--- config.mk ---
export PLATFORM = sky130hd
export DESIGN_NAME = fpga_status_led_ctrl
export DESIGN_NICKNAME = d
export VERILOG_FILES = /design/src/rtl/fpga_status_led_ctrl.sv
export SDC_FILE = /design/constraint.sdc
export NUM_CORES = 1
export LEC_CHECK = 0
export BUFFER_PORTS_ARGS = -buffer_cell sky130_fd_sc_hd__clkbuf_2
export CELL_PAD_IN_SITES_DETAIL_PLACEMENT = 2
export CELL_PAD_IN_SITES_GLOBAL_PLACEMENT = 2
export CORE_MARGIN = 3
export CORE_UTILIZATION = 26
export DETAILED_ROUTE_END_ITERATION = 12
export PLACE_DENSITY = 0.81
export SLEW_MARGIN = 20
export SYNTH_ARGS = -nofsm -noshare
export SYNTH_HDL_FRONTEND = slang
export SYNTH_SLANG_ARGS = --single-unit
--- constraint.sdc ---
create_clock -name clk_i -period 1.8 [get_ports clk_i]
set_input_delay 0.09 -clock clk_i [delete_from_list [all_inputs] [get_ports clk_i]]
set_output_delay 0.09 -clock clk_i [all_outputs]
set_load 0.02 [all_outputs]
--- src/rtl/fpga_status_led_ctrl.sv ---
// Board status LED controller: per-channel OFF/ON/BLINK/PATTERN on a shared tick,
// with channel 0 overridden by a blink-coded exit value. Optional PWM: STATUS_LED_PWM_EN.

module fpga_status_led_chan #(
    parameter int PATTERN_W = 8,
    parameter int IDX_W     = $clog2(PATTERN_W)
) (
    input  logic                 clk_i,
    input  logic                 rst_ni,
    input  logic [1:0]           mode,
    input  logic [PATTERN_W-1:0] pattern,
    input  logic                 blink,
    input  logic [IDX_W-1:0]     idx,
    input  logic                 ovr_en,
    input  logic                 ovr_val,
    input  logic                 gate,
    output logic                 led
);
    logic raw;

    always_comb begin
        raw = 1'b0;
        unique case (mode)
            2'd0: raw = 1'b0;
            2'd1: raw = 1'b1;
            2'd2: raw = blink;
            2'd3: raw = pattern[idx];
            default: raw = 1'b0;
        endcase
    end

    always_ff @(posedge clk_i or negedge rst_ni) begin
        if (!rst_ni) led <= 1'b0;
        else         led <= (ovr_en ? ovr_val : raw) & gate;
    end
endmodule

module fpga_status_led_ctrl #(
    parameter int NUM_LEDS  = 4,
    parameter int TICK_DIV  = 12_500_000,
    parameter int PATTERN_W = 8
) (
    input  logic                                clk_i,
    input  logic                                rst_ni,
    input  logic [NUM_LEDS-1:0][1:0]            mode_i,
    input  logic [NUM_LEDS-1:0][PATTERN_W-1:0]  pattern_i,
    input  logic [NUM_LEDS-1:0][7:0]            brightness_i,
    input  logic                                exit_valid_i,
    input  logic [31:0]                         exit_value_i,
    output logic                                tick_o,
    output logic                                exit_busy_o,
    output logic [NUM_LEDS-1:0]                 led_o
);
    localparam int CNT_W = $clog2(TICK_DIV);
    localparam int IDX_W = $clog2(PATTERN_W);

    typedef enum logic [2:0] {IDLE, PASS, PULSE_ON, PULSE_OFF, GAP} exit_state_t;

    logic [CNT_W-1:0]    presc;
    logic                blink;
    logic [IDX_W-1:0]    idx;
    logic                valid_q;
    exit_state_t         state, state_n;
    logic [3:0]          reload, reload_n;
    logic [3:0]          pulse_cnt, pulse_n;
    logic [2:0]          gap_cnt, gap_n;
    logic [NUM_LEDS-1:0] gate;
    logic                ovr_val;

    assign tick_o      = (presc == CNT_W'(TICK_DIV - 1));
    assign exit_busy_o = (state != IDLE);
    assign ovr_val     = (state == PASS) || (state == PULSE_ON);

    always_ff @(posedge clk_i or negedge rst_ni) begin
        if (!rst_ni) begin
            presc <= '0;
            blink <= 1'b0;
            idx   <= '0;
        end else begin
            presc <= tick_o ? '0 : presc + 1'b1;
            if (tick_o) begin
                blink <= ~blink;
                idx   <= idx + 1'b1;
            end
        end
    end

    // valid_q resets low so a valid held high across reset reads as a new edge
    always_ff @(posedge clk_i or negedge rst_ni) begin
        if (!rst_ni) begin
            state     <= IDLE;
            valid_q   <= 1'b0;
            reload    <= '0;
            pulse_cnt <= '0;
            gap_cnt   <= '0;
        end else begin
            state     <= state_n;
            valid_q   <= exit_valid_i;
            reload    <= reload_n;
            pulse_cnt <= pulse_n;
            gap_cnt   <= gap_n;
        end
    end

    always_comb begin
        state_n  = state;
        reload_n = reload;
        pulse_n  = pulse_cnt;
        gap_n    = gap_cnt;
        if (state == IDLE) begin
            if (exit_valid_i && !valid_q) begin
                if (exit_value_i == 32'd0) begin
                    state_n = PASS;
                end else begin
                    reload_n = (exit_value_i > 32'd15) ? 4'd15 : exit_value_i[3:0];
                    pulse_n  = reload_n;
                    state_n  = PULSE_ON;
                end
            end
        end else if (!exit_valid_i) begin
            state_n = IDLE;
        end else if (tick_o) begin
            unique case (state)
                PULSE_ON: state_n = PULSE_OFF;
                PULSE_OFF: begin
                    pulse_n = pulse_cnt - 4'd1;
                    if (pulse_cnt == 4'd1) begin
                        state_n = GAP;
                        gap_n   = 3'd4;
                    end else begin
                        state_n = PULSE_ON;
                    end
                end
                GAP: begin
                    if (gap_cnt == 3'd1) begin
                        state_n = PULSE_ON;
                        pulse_n = reload;
                    end else begin
                        gap_n = gap_cnt - 3'd1;
                    end
                end
                default: ;
            endcase
        end
    end

`ifdef STATUS_LED_PWM_EN
    logic [7:0] pwm_cnt;

    always_ff @(posedge clk_i or negedge rst_ni) begin
        if (!rst_ni) pwm_cnt <= '0;
        else         pwm_cnt <= pwm_cnt + 8'd1;
    end

    always_comb begin
        for (int ch = 0; ch < NUM_LEDS; ch++)
            gate[ch] = (brightness_i[ch] == 8'hFF) || (pwm_cnt < brightness_i[ch]);
    end
`else
    logic unused_brightness;
    assign unused_brightness = ^brightness_i;
    assign gate = '1;
`endif

    for (genvar ch = 0; ch < NUM_LEDS; ch++) begin : g_chan
        fpga_status_led_chan #(.PATTERN_W(PATTERN_W)) u_chan (
            .clk_i   (clk_i),
            .rst_ni  (rst_ni),
            .mode    (mode_i[ch]),
            .pattern (pattern_i[ch]),
            .blink   (blink),
            .idx     (idx),
            .ovr_en  ((ch == 0) ? exit_busy_o : 1'b0),
            .ovr_val (ovr_val),
            .gate    (gate[ch]),
            .led     (led_o[ch])
        );
    end
endmodule
==> flow_metrics.py <==
metrics = {
    "synth": {
        "synth-edff-count": 0,
        "post_synth_inst_count": 272,
        "dominantRegCellSynth": "dfrtp_1",
        "synthMostInstantiatedCell": "dfrtp_1",
        "yosysTopAreaCell": "dfrtp_1",
        "synth_area_mm2": 0.002838,
        "synth-seq-area-share_pct": 41.45,
        "yosysUniqueCellTypes": 51,
        "yosys_warnings": 0,
        "synthArstFlopShare_pct": 100.0,
        "synth_common_cells": "47 x dfrtp_1, 24 x nor2_1, 17 x xnor2_1",
        "ys_ff_latch": 47,
        "synth_area_leaders": "dfrtp_1 41%, mux4_2 6.3%, xnor2_1 5.2%, nor2_1 3.2%, xor2_1 2.8%",
        "avgSynthCellArea_um2": 10.43,
        "synthDominantCellAreaShare_pct": 41.45,
        "syn_nets": 385,
    },
    "power_and_ir_drop": {
        "pwr-share-comb_pct": 34.8,
        "leakagePower_uw": 0.001950,
        "internal-power_uw": 2138,
        "switchingPower_uw": 1136,
        "vdd_drop_max_mv": 0.3436,
        "power_frac_clock_pct": 25.9,
        "power_density_mw_per_mm2": 767.2,
        "swShare_pct": 34.70,
        "p_seq_share_pct": 39.3,
    },
    "clocking": {
        "cts_buffers": 5,
        "clkLatencyLatePin_ns": 0.32,
        "ctsLongestPathBuffers": 2,
        "cts.sinks": 47,
        "cts_tree": "yes",
        "cts-root-buf": "clkbuf_8",
        "clk_pin_slew_ns": 0.10,
        "h-tree-depth": 2,
    },
    "route": {
        "dr.pass1.iters": 6,
        "vias": 2804,
        "drc": 0,
        "ant_nets": 0,
        "wl_per_cell_um": 22.50,
        "wl_um": 12260,
        "detailedRoute.firstIterationViolations": 85,
        "detail_route.vias_per_cell": 5.145,
    },
    "critical_path": {
        "cp-start-kind": "flip-flop",
        "critPathKind": "flip-flop to flip-flop",
        "rr_startpoint": "presc[9]",
        "r2r_setup_slack_ns": -0.22,
        "reg2reg_to": "state[2]",
        "required_ns": 2.00,
        "reg2reg_depth": 5,
        "worstPathArrival_ns": 2.22,
        "cp-end-kind": "flip-flop",
        "critPathMaxFanout": 3,
    },
    "timing": {
        "fin_ws_ns": -0.2220,
        "post-route-period-util_pct": 112.3,
        "grt_setup_unrepaired": "yes",
        "fmax_ghz": 0.4946,
        "finalHoldViolations": 0,
        "relSlewSlack_pct": 55.50,
        "setup_viol": 20,
        "slew_violations": 0,
        "skew_ns": 0.01827,
        "finalSetupTns_ns": -2.733,
        "min_period_ns": 2.022,
        "tightest_slew_ns": 0.6676,
    },
    "layout": {
        "drive_gt1_share_pct": 53.06,
        "num_antenna_cells": 0,
        "area_growth_pct": 50.40,
        "nNetsFinal": 521,
        "fill_cells": 1150,
    },
    "die": {
        "io_pins": 113,
        "die_w_um": 110.5,
        "die_y_um": 110.5,
        "core_area_mm2": 0.01046,
        "num_rows": 37,
        "die_area_mm2": 0.01220,
        "start_util_pct": 27.12,
    },
    "worst_hold_path": {
        "hold_path_class": "input port to flip-flop",
        "hp-start": "mode_i[3]",
        "hold_depth": 2,
        "whs_endpoint": "g_chan[1].u_chan.led",
    },
    "global_route": {
        "grt_remaining_overflow": 0,
        "grt_pass1_wl_um": 18250,
        "grt_pass1_vias": 3236,
        "grtUsageTotal_pct": 18.74,
        "antenna_found_initial": 0,
        "grt_max_degree": 48,
    },
    "placement": {
        "place_ws_ns": -0.2593,
        "place_congestion": 0.8602,
        "portBuffers": 80,
        "place.detailed.hpwl_um": 8048,
    },
    "run_status": {
        "failed_checks": "negative setup slack",
        "outcome": "finished, violations left",
    },
    "job": {
        "maxCapViolations": 0,
    },
}
repair_timing:
item	4_1_cts	5_1_grt
setup buffers	8	7
cloned	0	1
endpoints found under the setup margin	34	34
pin swaps	11	17
gates resized for setup	26	45
hold endpoints to repair	49	0
hold buffers	4	0
logic make-up (layout without fill, tap and decap cells):
logic type	Yosys count	count (layout)	synth area share, %
AO/OA/AOI/OAI	40	40	9.789
XOR/XNOR	26	26	8.025
adder cells (fa/ha/maj)	6	6	2.645
buffers and inverters	27	164	4.762
flip-flops	47	47	41.45
multiplexers	20	20	11.46
AND/OR/NAND/NOR	106	106	21.87
cells in the final DEF, fill, tap and decap left out, types with 3 or more instances in the layout:
cell type | synthesis | layout
clkbuf_2 | 0 | 79
buf_4 | 4 | 50
dfrtp_1 | 47 | 45
nor2_1 | 24 | 19
xnor2_1 | 17 | 17
inv_1 | 12 | 12
nand4_1 | 11 | 11
a31oi_1 | 9 | 9
nand3_1 | 12 | 9
mux4_2 | 8 | 8
xor2_1 | 9 | 8
nor4_1 | 12 | 8
a21oi_1 | 9 | 7
nand2_1 | 12 | 7
o21ai_0 | 8 | 7
mux2_4 | 4 | 7
buf_6 | 2 | 7
clkbuf_8 | 0 | 6
ha_1 | 6 | 5
mux2i_1 | 4 | 4
nor3_4 | 2 | 4
nor2_4 | 0 | 4
nand2_2 | 0 | 4
nand3b_1 | 4 | 4
dlygate4sd3_1 | 0 | 4
nor4_2 | 1 | 3
nor3_2 | 2 | 3
nor3_1 | 6 | 3
o22a_2 | 3 | 3
flip-flops by register name (all words and copies together) (netlist names):
register,flops
valid_q,1
gap_cnt,3
pulse_cnt,4
presc,24
g_chan.u_chan.led,4
blink,1
idx,3
state,3
reload,4
final cells by class:
| class | instances | area [um2] | share of cell area (%) |
|---|---|---|---|
| well taps | 136 | 170.2 | 3.987 |
| clock buffers | 5 | 68.82 | 1.612 |
| inverters | 13 | 48.80 | 1.143 |
| multi-input cells | 198 | 1805 | 42.30 |
| clock inverters | 3 | 47.55 | 1.114 |
| repair buffers | 143 | 948.4 | 22.22 |
| flip-flops and latches | 47 | 1179 | 27.62 |
worst max-delay path: stages (launching register included):
cell and delay (ns):
dfrtp_1 0.46, nor4b_4 0.36, nand3_2 0.17, nor3_4 0.30
a21o_1 0.27, mux2_4 0.33
worst max path at each step:
stage,startpoint,end,slack [ns],cells after the start
after detailed placement,presc[14],idx[1],-0.26,5
after global placement,presc[14],pulse_cnt[1],-0.12,6
after floorplan,state[1],pulse_cnt[0],-0.19,7
after global routing,presc[9],state[1],-0.27,5
final,presc[9],state[2],-0.22,5
after CTS,presc[7],tick_o,-0.16,5
metal layers:
layer  global-route usage, %  routed length, um  part of all wire, %
met1                   20.05               4532                   37
met2                   35.92               6886                   56
met3                   3.616                376                  3.1
met4                   7.061                465                  3.8
met5                       0                  0                    0
power groups by stage:
stage,Combinational [uW],Clock [uW],Sequential [uW]
floorplan,584,0,1260
global placement,893,0,1280
detailed placement,960,0,1290
CTS,1090,864,1280
global route,1230,924,1300
finish,1140,849,1290
per-stage QoR:
| step | total power (uW) | hold WS [ns] | utilization [%] | cell area [um2] | instances |
|---|---|---|---|---|---|
| after detailed placement | 2249 | 0.2495 | 35.04 | 3666 | 519 |
| after CTS | 3235 | 0.0002121 | 38.35 | 4013 | 539 |
| after global placement | 2174 | 0.2400 | 35.04 | 3666 | 519 |
| after floorplan | 1844 | -0.2056 | - | 2846 | 272 |
| final | 3274 | 0.01009 | 40.79 | 4268 | 545 |
| after global routing | 3457 | 0.01893 | 40.79 | 4268 | 545 |
No activity file was read; power rests on OpenSTA's default activity.
